[src/rtl/halton_point_scheduler.sv]
// -----------------------------------------------------------------------------
// halton_point_scheduler
//
// Shares one two-dimensional Halton generator (base 2 / base 3) between
// NUM_REQ requesters. A round-robin arbiter picks one requester at a time.
// The scheduler then issues either a single-cycle reseed or a single-cycle pop
// to the generator. For a pop, it captures the generator's point and returns it
// to the requester over a valid/ready handshake. A watchdog converts a
// generator that never answers into an error response.
//
// Ports
//   i_clk                 clock, rising edge
//   i_rst                 synchronous active-high reset
//   i_req_valid[N]        requester i wants one point (held until o_grant[i])
//   i_req_reseed[N]       requester i wants a reseed (held until o_grant[i])
//   i_req_seed[32N]       seed of requester i in [32i+31:32i]
//   o_grant[N]            one-hot acceptance pulse (first RESEED/POP cycle)
//   o_resp_valid[N]       one-hot, response pending for requester i
//   i_resp_ready[N]       requester i accepts the response
//   o_resp_x / o_resp_y   base-2 / base-3 coordinate of the response
//   o_resp_err            response produced by the watchdog (coords are 0)
//   o_gen_pop_enable      pop pulse to the generator
//   o_gen_reseed_enable   reseed pulse to the generator
//   o_gen_seed            seed to the generator, non-zero only while reseeding
//   i_gen_out_0/1         generator base-2 / base-3 outputs
//   i_gen_valid           generator output valid (only looked at in WAIT)
//   o_busy                scheduler is not IDLE
//   o_timeout_count       saturating count of watchdog expiries
//
// State   | Meaning
// --------+---------------------------------------------------------------
// IDLE    | arbitrate; winner, seed and kind latched on leaving
// RESEED  | one cycle of gen reseed pulse + grant, then back to IDLE
// POP     | one cycle of gen pop pulse + grant, wait counter cleared
// WAIT    | wait for gen_valid or watchdog expiry
// RESP    | response held for the winner until it handshakes
//
// Every output is either a register or decoded from registered state, so
// there is no combinational path from any input to any output.
// -----------------------------------------------------------------------------
module halton_point_scheduler #(
  parameter int NUM_REQ = 4,
  parameter int TIMEOUT = 15
) (
  input  logic                   i_clk,
  input  logic                   i_rst,
  input  logic [NUM_REQ-1:0]     i_req_valid,
  input  logic [NUM_REQ-1:0]     i_req_reseed,
  input  logic [32*NUM_REQ-1:0]  i_req_seed,
  output logic [NUM_REQ-1:0]     o_grant,
  output logic [NUM_REQ-1:0]     o_resp_valid,
  input  logic [NUM_REQ-1:0]     i_resp_ready,
  output logic [31:0]            o_resp_x,
  output logic [31:0]            o_resp_y,
  output logic                   o_resp_err,
  output logic                   o_gen_pop_enable,
  output logic                   o_gen_reseed_enable,
  output logic [31:0]            o_gen_seed,
  input  logic [31:0]            i_gen_out_0,
  input  logic [31:0]            i_gen_out_1,
  input  logic                   i_gen_valid,
  output logic                   o_busy,
  output logic [7:0]             o_timeout_count
);

  localparam int IDX_W = (NUM_REQ > 1) ? $clog2(NUM_REQ) : 1;
  localparam logic [7:0] WAIT_LAST = 8'(TIMEOUT - 1);

  typedef enum logic [2:0] {
    S_IDLE,
    S_RESEED,
    S_POP,
    S_WAIT,
    S_RESP
  } state_t;

  state_t r_state;
  state_t w_state_nxt;

  logic [IDX_W-1:0]   r_ptr;
  logic [IDX_W-1:0]   r_winner;
  logic [31:0]        r_seed;
  logic [7:0]         r_wait_cnt;
  logic [31:0]        r_resp_x;
  logic [31:0]        r_resp_y;
  logic               r_resp_err;
  logic [7:0]         r_timeout_count;

  logic [NUM_REQ-1:0] w_cand;
  logic [IDX_W-1:0]   w_winner;
  logic               w_found;
  logic [31:0]        w_seed_sel;
  logic               w_accept;
  logic               w_capture;
  logic               w_timeout;
  logic [NUM_REQ-1:0] w_winner_oh;

  // Round-robin search starting just after the last winner.
  always_comb begin
    w_cand   = i_req_valid | i_req_reseed;
    w_found  = 1'b0;
    w_winner = r_ptr;
    for (int off = 1; off <= NUM_REQ; off++) begin
      if (!w_found && w_cand[(int'(r_ptr) + off) % NUM_REQ]) begin
        w_found  = 1'b1;
        w_winner = IDX_W'((int'(r_ptr) + off) % NUM_REQ);
      end
    end
  end

  always_comb begin
    w_seed_sel = '0;
    for (int i = 0; i < NUM_REQ; i++) begin
      if (w_winner == IDX_W'(i)) begin
        w_seed_sel = i_req_seed[32*i +: 32];
      end
    end
  end

  // State register.
  always_ff @(posedge i_clk) begin
    if (i_rst) begin
      r_state <= S_IDLE;
    end else begin
      r_state <= w_state_nxt;
    end
  end

  // Next-state decode.
  always_comb begin
    w_state_nxt = r_state;
    w_accept    = 1'b0;
    w_capture   = 1'b0;
    w_timeout   = 1'b0;
    unique case (r_state)
      S_IDLE: begin
        if (w_found) begin
          w_accept = 1'b1;
          // A reseed wins over a pop from the same requester; the pop
          // stays pending and is served in a later round.
          w_state_nxt = i_req_reseed[w_winner] ? S_RESEED : S_POP;
        end
      end
      S_RESEED: w_state_nxt = S_IDLE;
      S_POP:    w_state_nxt = S_WAIT;
      S_WAIT: begin
        // gen_valid in the last allowed cycle still counts as an answer.
        if (i_gen_valid) begin
          w_capture   = 1'b1;
          w_state_nxt = S_RESP;
        end else if (r_wait_cnt == WAIT_LAST) begin
          w_timeout   = 1'b1;
          w_state_nxt = S_RESP;
        end
      end
      S_RESP: begin
        if (i_resp_ready[r_winner]) begin
          w_state_nxt = S_IDLE;
        end
      end
      default: w_state_nxt = S_IDLE;
    endcase
  end

  // Datapath registers.
  always_ff @(posedge i_clk) begin
    if (i_rst) begin
      r_ptr           <= IDX_W'(NUM_REQ - 1);
      r_winner        <= '0;
      r_seed          <= '0;
      r_wait_cnt      <= '0;
      r_resp_x        <= '0;
      r_resp_y        <= '0;
      r_resp_err      <= 1'b0;
      r_timeout_count <= '0;
    end else begin
      if (w_accept) begin
        r_ptr    <= w_winner;
        r_winner <= w_winner;
        r_seed   <= w_seed_sel;
      end

      // Counts completed WAIT cycles without an answer.
      if (r_state == S_POP) begin
        r_wait_cnt <= '0;
      end else if (r_state == S_WAIT && !i_gen_valid) begin
        r_wait_cnt <= r_wait_cnt + 8'd1;
      end

      if (w_capture) begin
        r_resp_x   <= i_gen_out_0;
        r_resp_y   <= i_gen_out_1;
        r_resp_err <= 1'b0;
      end else if (w_timeout) begin
        r_resp_x   <= '0;
        r_resp_y   <= '0;
        r_resp_err <= 1'b1;
        if (r_timeout_count != 8'hFF) begin
          r_timeout_count <= r_timeout_count + 8'd1;
        end
      end
    end
  end

  // State-decoded outputs.
  assign w_winner_oh = NUM_REQ'(1) << r_winner;

  assign o_grant             = (r_state == S_RESEED || r_state == S_POP) ? w_winner_oh : '0;
  assign o_resp_valid        = (r_state == S_RESP) ? w_winner_oh : '0;
  assign o_resp_x            = r_resp_x;
  assign o_resp_y            = r_resp_y;
  assign o_resp_err          = r_resp_err;
  assign o_gen_pop_enable    = (r_state == S_POP);
  assign o_gen_reseed_enable = (r_state == S_RESEED);
  assign o_gen_seed          = (r_state == S_RESEED) ? r_seed : '0;
  assign o_busy              = (r_state != S_IDLE);
  assign o_timeout_count     = r_timeout_count;

endmodule

[config.mk]
export PLATFORM = sky130hd
export DESIGN_NAME = halton_point_scheduler
export DESIGN_NICKNAME = d
export VERILOG_FILES = /design/src/rtl/halton_point_scheduler.sv
export SDC_FILE = /design/constraint.sdc
export NUM_CORES = 1
export LEC_CHECK = 0
export CAP_MARGIN = 20
export CORE_AREA = 2 2 124 126
export DETAILED_ROUTE_END_ITERATION = 16
export DIE_AREA = 0 0 126 128
export DONT_BUFFER_PORTS = 1
export PLACE_DENSITY = 0.58
export SYNTH_ARGS = -nofsm -noshare
export SYNTH_HDL_FRONTEND = slang
export SYNTH_SLANG_ARGS = --single-unit
[constraint.sdc]
create_clock -name i_clk -period 2.6 [get_ports i_clk]
set_input_delay 0.78 -clock i_clk [delete_from_list [all_inputs] [get_ports i_clk]]
set_output_delay 0.78 -clock i_clk [all_outputs]
set_load 0.05 [all_outputs]
# Word level (Yosys, flattened, before mapping)
# Index checks and enable logic that the tools add are counted.
# totals
wordCells	108
regBits	120
input_bits	207
output_inout_bits	116
# classes
mux	47
reduce_logical	21
n_eq_ne	12
addsub	6
n_shift	1
bitwise	6
n_lt_le_gt_ge	6
# op_table
operator	n
2-to-1 mux 32 bit	8
2-to-1 mux 1 bit	21
adder 8 x 1 -> 8 bit (second input constant)	2
less-than comparator 3 x 4 -> 1 bit (second input constant)	4
binary-select mux 1 bit (select 2 bit)	6
2-to-1 mux 3 bit	4
case mux 3 bit (4 select lines)	1
OR reduction 2 bit	6
2-to-1 mux 2 bit	5
== test 8 x 4 -> 1 bit (second input constant)	1
2-to-1 mux 4 bit	2
inequality test 8 bit (second input constant)	1
== test 3 x 2 -> 1 bit (second input constant)	2
less-than comparator 2 x 3 -> 1 bit (second input constant)	2
AND reduction 3 bit	2
adder 2 x 1 -> 2 bit (second input constant)	2
adder 2 bit (second input constant)	2
bitwise AND 1 bit (first input constant)	4
== test 2 bit (second input constant)	2
logical AND 1 bit	4
logical NOT 1 bit	4
inequality test 2 bit (second input constant)	2
bitwise OR 4 bit	1
left shift 1 x 2 -> 4 bit (first input constant)	1
other kinds (10)	10

# Longest topological paths before layout
# Gate-level depths: netlist of the first run.
# depth
word_depth	21
ltp_mapped	7
depth_no_buf	6

# Worst setup path after synthesis of the first run
# OpenSTA, ideal clock, no wires.
# synth_path
path_type	register -> output
start	register r_state[1]
end	output o_grant[0]
required_time_ns	1.820
n_path_buf	0
slack_ns	-1.302
arrival_ns	3.122
stages_incl_launch_ff	4
cell_sequence	dfxtp_1 > nor3b_1 > nor2_1 > nor3_1
# synth_between
elab_chain_len	3
elab_cells_between_ends	4
cone_classes	eq/ne: 2; mux: 1; reduce/logical: 1
# synth_lines
element	line_no	text
start: declaration	77	state_t r_state;
start signal: assignment	125	r_state <= w_state_nxt;
== test 3 x 2 -> 1 bit	-	
net o_gen_pop_enable	56	output logic o_gen_pop_enable,
logical OR 1 bit	208	assign o_grant = (r_state == S_RESEED || r_state == S_POP) ? w_winner_oh : '0;
2-to-1 mux 4 bit	208	
end: declaration	50	output logic [NUM_REQ-1:0] o_grant,
# The timed path passes the listed nets, and every way through them passes these cells.

# Worst setup path in the final report of the first run
# layout_path
start	register r_state[2]
end	output o_grant[3]
# layout_between
elab_chain_len	3
elab_cells_between_ends	4
cone_classes	eq/ne: 2; mux: 1; reduce/logical: 1
# layout_lines
element	line_no
== test 3 x 1 -> 1 bit / == test 3 x 2 -> 1 bit (equally long branches)	208
logical OR 1 bit *	208
2-to-1 mux 4 bit *	208
# Mark *: on every way between the ends. The rest lies on a longest branch, timed or not.

==> results of run 1 <==
## power by group through the flow
stage	sequential, mW	clock, mW	combinational, mW
floorplan	2.43	0	2.87
global placement	2.50	0	3.55
detailed placement	2.51	0	3.63
CTS	2.48	2.60	3.65
global route	2.51	2.69	3.93
finish	2.48	2.55	3.64
## sequential cells by signal, summed over array words and instances (netlist names)
register         flops
o_resp_x            32
o_resp_y            32
r_seed              32
o_timeout_count      8
r_wait_cnt           8
r_state              3
r_ptr                2
r_winner             2
o_resp_err           1
## metal layers
layer  track usage  up-vias  wire, um
met3        0.0776       31      1560
met4        0.0860        0       435
met1         0.250     2675      7280
met5             0        -         0
met2         0.379      252      9430
li1              -     2713         -
## metrics by stage
stage	setup TNS [ns]	instances	cell area, um^2
after CTS	0	964	7830
after detailed placement	0	933	7180
final	0	967	7840
after floorplan	-0.109	745	6290
after global routing	-0.0255	966	7840
after global placement	0	933	7180
## layout make-up
cell class,instances,area (um^2)
fillers,1391,7020
multi-input cells,551,3560
flip-flops and latches,120,2400
repair buffers,69,968
clock buffers,21,480
well taps,188,235
clock inverters,10,166
inverters,5,18.8
diodes,3,7.51
## critical path, cell delays in order, from the launching register on
cell	delay [ns]
dfxtp_1	0.53
nor3b_4	0.10
nor2_1	0.36
nor2_1	0.14
buf_4	0.21
## final timing paths
path	to	slack, ns	cells after the start
worst min register to register	r_seed[9]$_SDFFE_PP0P_	0.45	2
worst max register to register	r_seed[31]$_SDFFE_PP0P_	0.40	6
worst min-delay path	o_resp_x[15]$_SDFFE_PP0P_	0.45	1
worst max-delay path	o_grant[3]	0.07	4
## kinds of logic (layout without fill, tap and decap cells)
kind of cell,count (synthesis),after routing
mux,2,2
compound gates,188,188
flops,120,120
fa+ha+maj,3,3
simple gates,344,344
buf+inv,74,105
xor+xnor,14,14
other cells,0,3
## cells in the final DEF, fill, tap and decap left out, drive strengths merged, types with 9 or more instances in the layout
cell type	n
buf	69
nor2	35
o31ai	32
clkbuf	21
nand3	71
xnor2	9
dfxtp	120
a21oi	69
a211oi	67
and2	35
and3	67
nand2	104
## timing repair
item                                    in CTS  in global routing
endpoints found under the hold margin        0                  0
endpoints found under the setup margin      33                  2
gates resized for setup                      2                  1
buffers inserted                             0                  0
==> flow_metrics.py, run 1 <==
metrics = {
    "power_and_ir_drop": {
        "power_leakage_nw": 2.85,
        "p_int_mw": 5.28,
        "p_sw_mw": 3.39,
        "p_clk_frac": 0.294,
        "power_density_mw_per_mm2": 1110,
        "totalPowerFinal_mw": 8.67,
        "seqPwrFrac": 0.286,
        "peakVddDrop_uv": 721,
        "sw_frac_of_total": 0.391,
        "comb_power_share": 0.420,
    },
    "sta": {
        "slew_headroom": 0.556,
        "skew_ns": 0.00735,
        "rsz0062_at_grt": "yes",
        "tightest_slew_ns": 0.667,
        "setup_viol": 0,
        "slew_violations": 0,
        "setup_slack_ns": 0.0699,
        "max_freq_mhz": 395,
        "min_period_over_period": 0.973,
        "hold_ws_ns": 0.445,
        "hold_viol_final": 0,
        "fin_crit_ns": 2.53,
    },
    "logic_synthesis": {
        "synthesis.nets": 955,
        "synth.avg_cell_area_um2": 8.42,
        "synth_top_family_by_area": "simple AND/OR/NAND/NOR gates",
        "synth_cell_types": 56,
        "synth_warnings": 0,
        "synth_top_area_cell": "dfxtp_1",
        "syn_area_mm2": 0.00627,
        "synth_mux_area_frac": 0.00519,
        "ys_top_cells_by_area": "dfxtp_1 38%, and3_1 6.7%, nand2_1 6.2%",
        "ys_seq_elements": 120,
        "synth_common_cells": "120 x dfxtp_1, 103 x nand2_1, 71 x nand3_1",
        "synth-simple-area-share": 0.288,
        "synth_edf_count": 0,
        "synth_adder_area_share": 0.00598,
        "synth_xor_area_frac": 0.0195,
        "synthFlopType": "dfxtp_1",
        "synth_most_common_cell": "dfxtp_1",
        "synth_top_area_frac": 0.383,
        "ys_seq_area_frac": 0.383,
        "syn_inst": 745,
        "async_flop_share": 0,
        "synth_compound_area_frac": 0.240,
    },
    "detailed_routing": {
        "antenna_left": 0,
        "avgRoutedWirePerCell_um": 19.3,
        "routed-via-count": 5671,
        "drcViolationCount": 0,
        "drt_iter0_markers": 319,
        "first_pass_iters": 5,
        "routed_via_density": 5.86,
        "wl_um": 18700,
    },
    "die": {
        "ios": 323,
        "die_h_um": 128,
        "die_x_um": 126,
        "initial_utilization": 0.422,
        "core_area_mm2": 0.0149,
        "die_area_mm2": 0.0161,
        "placementRows": 45,
    },
    "critical_path": {
        "cp.arrival_ns": 1.75,
        "cp-end-kind": "output pin",
        "reg2reg_from": "r_ptr[0]$_SDFFE_PP1P_",
        "crit_start": "r_state[2]$_SDFFE_PP0P_",
        "critPathLaunchType": "flop",
        "cp_max_fo": 7,
        "required_ns": 1.82,
        "path_class": "flop to output pin",
    },
    "global_route": {
        "grt_max_degree": 84,
        "antenna_found_initial": 2,
        "grt_pass1_vias": 5293,
        "grt_first_pass_wirelength_um": 28200,
        "grt_remaining_overflow": 0,
        "grt_use_total": 0.220,
    },
    "flow_run": {
        "maxCapViolations": 0,
    },
    "clock_tree": {
        "htree_levels": 4,
        "clk_path_buf_depth": 2,
        "insertion_delay_ns": 0.40,
        "cts_tree": "yes",
        "cts.sinks": 120,
        "cts_root_buf": "clkbuf_16",
        "cts_buffers": 17,
        "cts_hold_buf": 0,
        "cts.clk_slew.worst_paths_ns": 0.06,
    },
    "placement": {
        "gp_congestion": 0.821,
        "port_buffers": 0,
        "hpwl_um": 13800,
        "pre_cts_slack_ns": 0.0335,
    },
    "final_layout": {
        "area_delta_synth_final_pct": 25.0,
        "fin_util": 0.527,
        "drive_gt1_frac": 0.228,
        "nets": 974,
    },
    "min_path": {
        "hp-start": "i_rst",
        "hp-class": "primary input to flop",
    },
    "status": {
        "outcome": "complete, no violations",
    },
}
Power figures use the tool's default switching activity.
==> run 2: changes to the inputs <==
- ABC_AREA: not set -> 1
- CORE_AREA: 2 2 124 126 -> 2 2 127 129
- DIE_AREA: 0 0 126 128 -> 0 0 129 131
- PLACE_DENSITY: 0.58 -> 0.55
- SLEW_MARGIN: not set -> 30
- clock period: 2.6 -> 3.2 ns (I/O delays scaled with it)
==> run 2 against run 1 <==
Total power is 14% lower; clock power is 26% lower; sequential share of layout area is 2.3 points higher; combinational power is 2% lower; synthesized cell count is 29% higher; critical endpoint is now o_grant[1]; worst setup slack better by 0.41 ns; die area is 4.8% higher; via count is 8.9% higher; routed wire length is 1.4% higher.
==> flow_metrics.py, run 2 <==
metrics = {
    "placement": {
        "port_buffers": 0,
        "hpwl_um": 13800,
        "gp_congestion": 0.879,
        "dp.cells": 1173,
        "placed_cell_area_mm2": 0.00670,
    },
    "sta": {
        "rsz0062_at_grt": "no",
        "skew_ns": 0.00967,
        "hold_ws_ns": 0.464,
        "fin_crit_ns": 2.72,
        "min_period_over_period": 0.849,
        "setup_viol": 0,
        "slew_violations": 0,
        "tightest_slew_ns": 0.643,
        "slew_headroom": 0.571,
        "max_freq_mhz": 368,
        "hold_viol_final": 0,
    },
    "critical_path": {
        "path_class": "flop to output pin",
        "cp_cell_sequence": "inv_1 > nor3_2 > inv_1 > nand2_1 > inv_1 > nor3_1 > buf_4",
        "cp-end-kind": "output pin",
        "cp_max_fo": 4,
        "cp_top_family": "buffers and inverters",
        "slowest_delay_ns": 0.38,
        "reg2reg_from": "r_ptr[0]$_SDFFE_PP1P_",
        "critPathLaunchType": "flop",
        "cp.arrival_ns": 1.76,
        "required_ns": 2.24,
        "cp_slowest_cell": "dfxtp_1",
        "cp_num_buf_inv": 4,
        "crit_start": "r_state[1]$_SDFFE_PP0P_",
        "crit_path_frequent_cell": "inv_1",
    },
    "clock_tree": {
        "cts.sinks": 120,
        "cts_resized": 0,
        "insertion_delay_ns": 0.42,
        "clk_path_buf_depth": 2,
        "htree_levels": 4,
        "cts_hold_buf": 0,
        "cts.clk_slew.worst_paths_ns": 0.06,
        "cts_buffers": 17,
        "cts_root_buf": "clkbuf_16",
        "post-cts-setup-buffer-count": 0,
        "cts_tree": "yes",
    },
    "final_layout": {
        "final_area_mm2": 0.00728,
        "final_cell_mix": "275 x nand2_1, 120 x dfxtp_1, 112 x a21oi_1",
        "drive_gt1_frac": 0.125,
        "area_delta_synth_final_pct": 16.9,
        "diodes": 0,
        "nets": 1186,
        "layout_commonest_cell": "nand2_1",
        "instances_no_fill": 1205,
        "fillCellCount": 1618,
    },
    "logic_synthesis": {
        "synthFlopType": "dfxtp_1",
        "synth_top_area_frac": 0.386,
        "synth_edf_count": 0,
        "ys_seq_area_frac": 0.386,
        "synth_cell_types": 35,
        "synth_top_area_cell": "dfxtp_1",
        "synth_common_cells": "276 x nand2_1, 120 x dfxtp_1, 112 x a21oi_1",
        "ys_top_cells_by_area": "dfxtp_1 39%, nand2_1 17%, a21oi_1 9.0%",
        "ys_seq_elements": 120,
        "syn_inst": 959,
        "synth_most_common_cell": "nand2_1",
        "synth_warnings": 0,
        "synth.avg_cell_area_um2": 6.49,
        "synthesis.nets": 1169,
        "syn_area_mm2": 0.00623,
        "async_flop_share": 0,
    },
    "power_and_ir_drop": {
        "power_density_mw_per_mm2": 1020,
        "peakVddDrop_uv": 531,
        "totalPowerFinal_mw": 7.41,
        "power_leakage_nw": 2.94,
    },
    "min_path": {
        "hp-class": "flop to flop",
        "hp-start": "r_seed[26]$_SDFFE_PP0P_",
    },
    "flow_run": {
        "maxCapViolations": 0,
    },
    "detailed_routing": {
        "antenna_left": 0,
        "routed-via-count": 6173,
        "first_pass_iters": 5,
        "drt_iter0_markers": 443,
        "wl_um": 19000,
        "routed_via_density": 5.12,
        "drcViolationCount": 0,
        "avgRoutedWirePerCell_um": 15.7,
    },
    "status": {
        "outcome": "complete, no violations",
    },
    "die": {
        "die_area_mm2": 0.0169,
        "die_h_um": 131,
        "ios": 323,
        "die_x_um": 129,
        "initial_utilization": 0.399,
        "core_area_mm2": 0.0156,
        "placementRows": 46,
    },
    "global_route": {
        "grt_remaining_overflow": 0,
        "grt_pass1_vias": 5590,
        "antenna_found_initial": 0,
        "grt_first_pass_wirelength_um": 29000,
        "grt_use_total": 0.218,
        "grt_max_degree": 105,
    },
}
[run 2: changes by cell type in the layout (fill, tap and decap cells not counted), moves of 38 or more]
cell,before,now
nand2_1,102,275
nor2_1,34,105
and3_1,67,1
a211oi_1,39,1
inv_1,5,80
a21oi_1,68,112
nand4_1,3,43
[run 2: power breakdown]
part           switching, mW  internal, mW  leakage (nW)
clock network          0.783          1.10         0.287
logic                   2.40          1.16          1.68
registers              0.260          1.70         0.975
total                   3.45          3.97          2.94
[run 2: through the flow]
step | utilization | setup slack [ns] | TNS, ns
final | 0.467 | 0.482 | 0
after global routing | 0.467 | 0.308 | 0
after CTS | 0.467 | 0.442 | 0
after detailed placement | 0.429 | 0.330 | 0
after global placement | 0.429 | 0.353 | 0
after floorplan | - | -0.275 | -1.10
[run 2: cells by family (layout without fill, tap and decap cells)]
family,after synthesis,after routing,synth area share
simple gates,547,547,0.387
buf+inv,147,177,0.102
fa+ha+maj,3,3,0.00603
compound gates,141,141,0.118
xor+xnor,1,1,0.00141
flops,120,120,0.386
[run 2: worst min-delay path, cell delays in order, from the launching register on]
cell and delay (ns):
dfxtp_1 0.30, nand2_1 0.06, a21oi_1 0.05
[run 2: worst paths after layout]
| path | end | slack [ns] | depth (start not counted) |
|---|---|---|---|
| worst max-delay path | o_grant[1] | 0.48 | 7 |
| worst min-delay path | r_seed[26]$_SDFFE_PP0P_ | 0.46 | 2 |
| worst max register to register | r_seed[26]$_SDFFE_PP0P_ | 0.88 | 14 |
| worst min register to register | r_seed[26]$_SDFFE_PP0P_ | 0.46 | 2 |
[run 2: layout make-up]
class | count | area, um^2 | share of cell area
clock inverter | 15 | 158 | 0.0217
timing repair buffer | 60 | 488 | 0.0670
multi-input combinational | 692 | 3220 | 0.442
tap | 216 | 270 | 0.0371
clock buffer | 17 | 425 | 0.0584
sequential | 120 | 2400 | 0.330
inverter | 85 | 322 | 0.0442
[run 2: routing by layer]
metal / track usage / wire, um / part of all wire / vias up
li1: - / - / - / 3135
met3: 0.0827 / 1680 / 0.089 / 24
met1: 0.277 / 8250 / 0.44 / 2761
met4: 0.0646 / 282 / 0.015 / 0
met2: 0.344 / 8750 / 0.46 / 253
met5: 0 / 0 / 0 / -
==> run 3: changes to the inputs <==
- PLACE_DENSITY: 0.55 -> 0.57
- clock period: 3.2 -> 2.5 ns (I/O delays scaled with it)
==> run 3 against run 2 <==
Clock skew grew 0.0059 ns; clock power grew 42%; first-iteration DRC count shrank 14%; combinational power grew 50%; via count grew 1.9%; cell count grew 2.5%; largest cell class unchanged; die area is the same; utilization grew 4.6 points; hold slack lost 0.059 ns.
==> flow_metrics.py, run 3 (synthesis gave the netlist of run 2 again) <==
metrics = {
    "critical_path": {
        "cp_num_buf_inv": 4,
        "cp_cell_sequence": "inv_1 > nor3_4 > inv_1 > nand2_1 > inv_1 > nor3_2 > buf_4",
        "cp_max_fo": 4,
        "cp_slowest_cell": "dfxtp_2",
        "crit_cells": 7,
        "cp.arrival_ns": 1.63,
        "crit_path_frequent_cell": "inv_1",
        "r2r_cells": 12,
        "path_class": "flop to output pin",
        "required_ns": 1.75,
        "cp_top_family": "buffers and inverters",
        "cp-end-kind": "output pin",
        "slowest_delay_ns": 0.37,
        "critPathLaunchType": "flop",
    },
    "detailed_routing": {
        "routed_via_density": 5.09,
        "avgRoutedWirePerCell_um": 15.5,
        "routed-via-count": 6291,
        "antenna_left": 0,
        "drcViolationCount": 0,
        "wl_um": 19100,
        "drt_iter0_markers": 381,
        "first_pass_iters": 5,
    },
    "clock_tree": {
        "cts.sinks": 120,
        "insertion_delay_ns": 0.42,
        "cts_buffers": 17,
        "clk_path_buf_depth": 2,
        "cts_hold_buf": 0,
        "post-cts-setup-buffer-count": 0,
        "cts_root_buf": "clkbuf_16",
        "cts_tree": "yes",
        "cts.clk_slew.worst_paths_ns": 0.06,
        "htree_levels": 4,
    },
    "sta": {
        "min_period_over_period": 0.953,
        "slew_headroom": 0.560,
        "slew_violations": 0,
        "skew_ns": 0.0155,
        "max_freq_mhz": 420,
        "hold_ws_ns": 0.405,
        "hold_viol_final": 0,
        "rsz0062_at_grt": "no",
        "setup_viol": 0,
        "fin_crit_ns": 2.38,
        "tightest_slew_ns": 0.658,
    },
    "placement": {
        "dp.cells": 1203,
        "hpwl_um": 14100,
        "port_buffers": 0,
        "gp_congestion": 0.871,
    },
    "global_route": {
        "grt_use_total": 0.222,
        "grt_first_pass_wirelength_um": 29500,
        "grt_remaining_overflow": 0,
        "grt_pass1_vias": 5927,
        "antenna_found_initial": 0,
        "grt_max_degree": 105,
    },
    "power_and_ir_drop": {
        "sw_frac_of_total": 0.433,
        "seqPwrFrac": 0.239,
        "power_density_mw_per_mm2": 1320,
        "p_sw_mw": 4.56,
        "p_clk_frac": 0.255,
        "comb_power_share": 0.506,
        "p_int_mw": 5.98,
        "peakVddDrop_uv": 661,
        "power_leakage_nw": 3.19,
    },
    "final_layout": {
        "layout_commonest_cell": "nand2_1",
        "drive_gt1_frac": 0.190,
        "instances_no_fill": 1235,
        "diodes": 0,
        "final_cell_mix": "274 x nand2_1, 117 x dfxtp_1, 112 x a21oi_1",
        "fin_util": 0.512,
        "nets": 1216,
        "area_delta_synth_final_pct": 28.4,
    },
    "die": {
        "die_x_um": 129,
        "initial_utilization": 0.399,
        "ios": 323,
        "die_h_um": 131,
        "placementRows": 46,
        "die_area_mm2": 0.0169,
        "core_area_mm2": 0.0156,
    },
    "status": {
        "outcome": "complete, no violations",
    },
    "min_path": {
        "hold_depth": 1,
        "hp-class": "primary input to flop",
    },
    "flow_run": {
        "maxCapViolations": 0,
    },
}
==> run 3: layout make-up <==
class,count,area [um^2]
fillers,1561,7600
multi-input cells,692,3330
flip-flops and latches,120,2410
repair buffers,90,1020
clock buffers,18,439
inverters,85,322
well taps,216,270
clock inverters,14,210
==> run 3: worst register-to-register path: cells and delay by family, from the launching register on <==
family	cells	cell delay, ns
buffers and inverters	4	0.45
flip-flops	1	0.37
AND/OR/NAND/NOR	6	0.97
AO/OA/AOI/OAI	2	0.28
==> run 3: worst paths after layout <==
kind	start	end	slack [ns]
worst max-delay path	r_state[1]$_SDFFE_PP0P_	o_grant[1]	0.12
worst min-delay path	i_rst	o_resp_y[10]$_SDFFE_PP0P_	0.40
worst max register to register	r_state[1]$_SDFFE_PP0P_	o_timeout_count[4]$_SDFFE_PP0P_	0.35
worst min register to register	r_seed[21]$_SDFFE_PP0P_	r_seed[21]$_SDFFE_PP0P_	0.46
==> run 3: what timing repair did <==
| action | 4_1_cts | 5_1_grt |
|---|---|---|
| hold endpoints to repair | 0 | 0 |
| gates resized for setup | 6 | 4 |
| endpoints found under the setup margin | 34 | 41 |
| pin swaps | 0 | 0 |
==> run 3: power groups by stage <==
stage,combinational [mW],clock (mW),sequential (mW)
3_5_place_dp,5.32,0,2.55
6_report,5.34,2.69,2.52
5_1_grt,5.97,2.82,2.55
4_1_cts,5.35,2.73,2.52
2_1_floorplan,3.85,0,2.46
3_3_place_gp,5.28,0,2.55
==> run 3: metrics by stage <==
step | setup slack (ns) | instance area (um^2) | TNS, ns | power (mW)
floorplan | -0.166 | 6340 | -5.23 | 6.31
global placement | 0.0336 | 7320 | 0 | 7.83
detailed placement | -0.0140 | 7320 | -0.0140 | 7.87
CTS | 0.0114 | 7980 | 0 | 10.6
global route | 0.0106 | 7990 | 0 | 11.3
finish | 0.117 | 7990 | 0 | 10.5
==> run 3: metal layers <==
metal,vias up,GRT usage,share of wire
li1,3196,-,-
met3,46,0.0639,0.080
met5,-,0,0
met1,2759,0.271,0.43
met4,0,0.111,0.031
met2,290,0.360,0.46
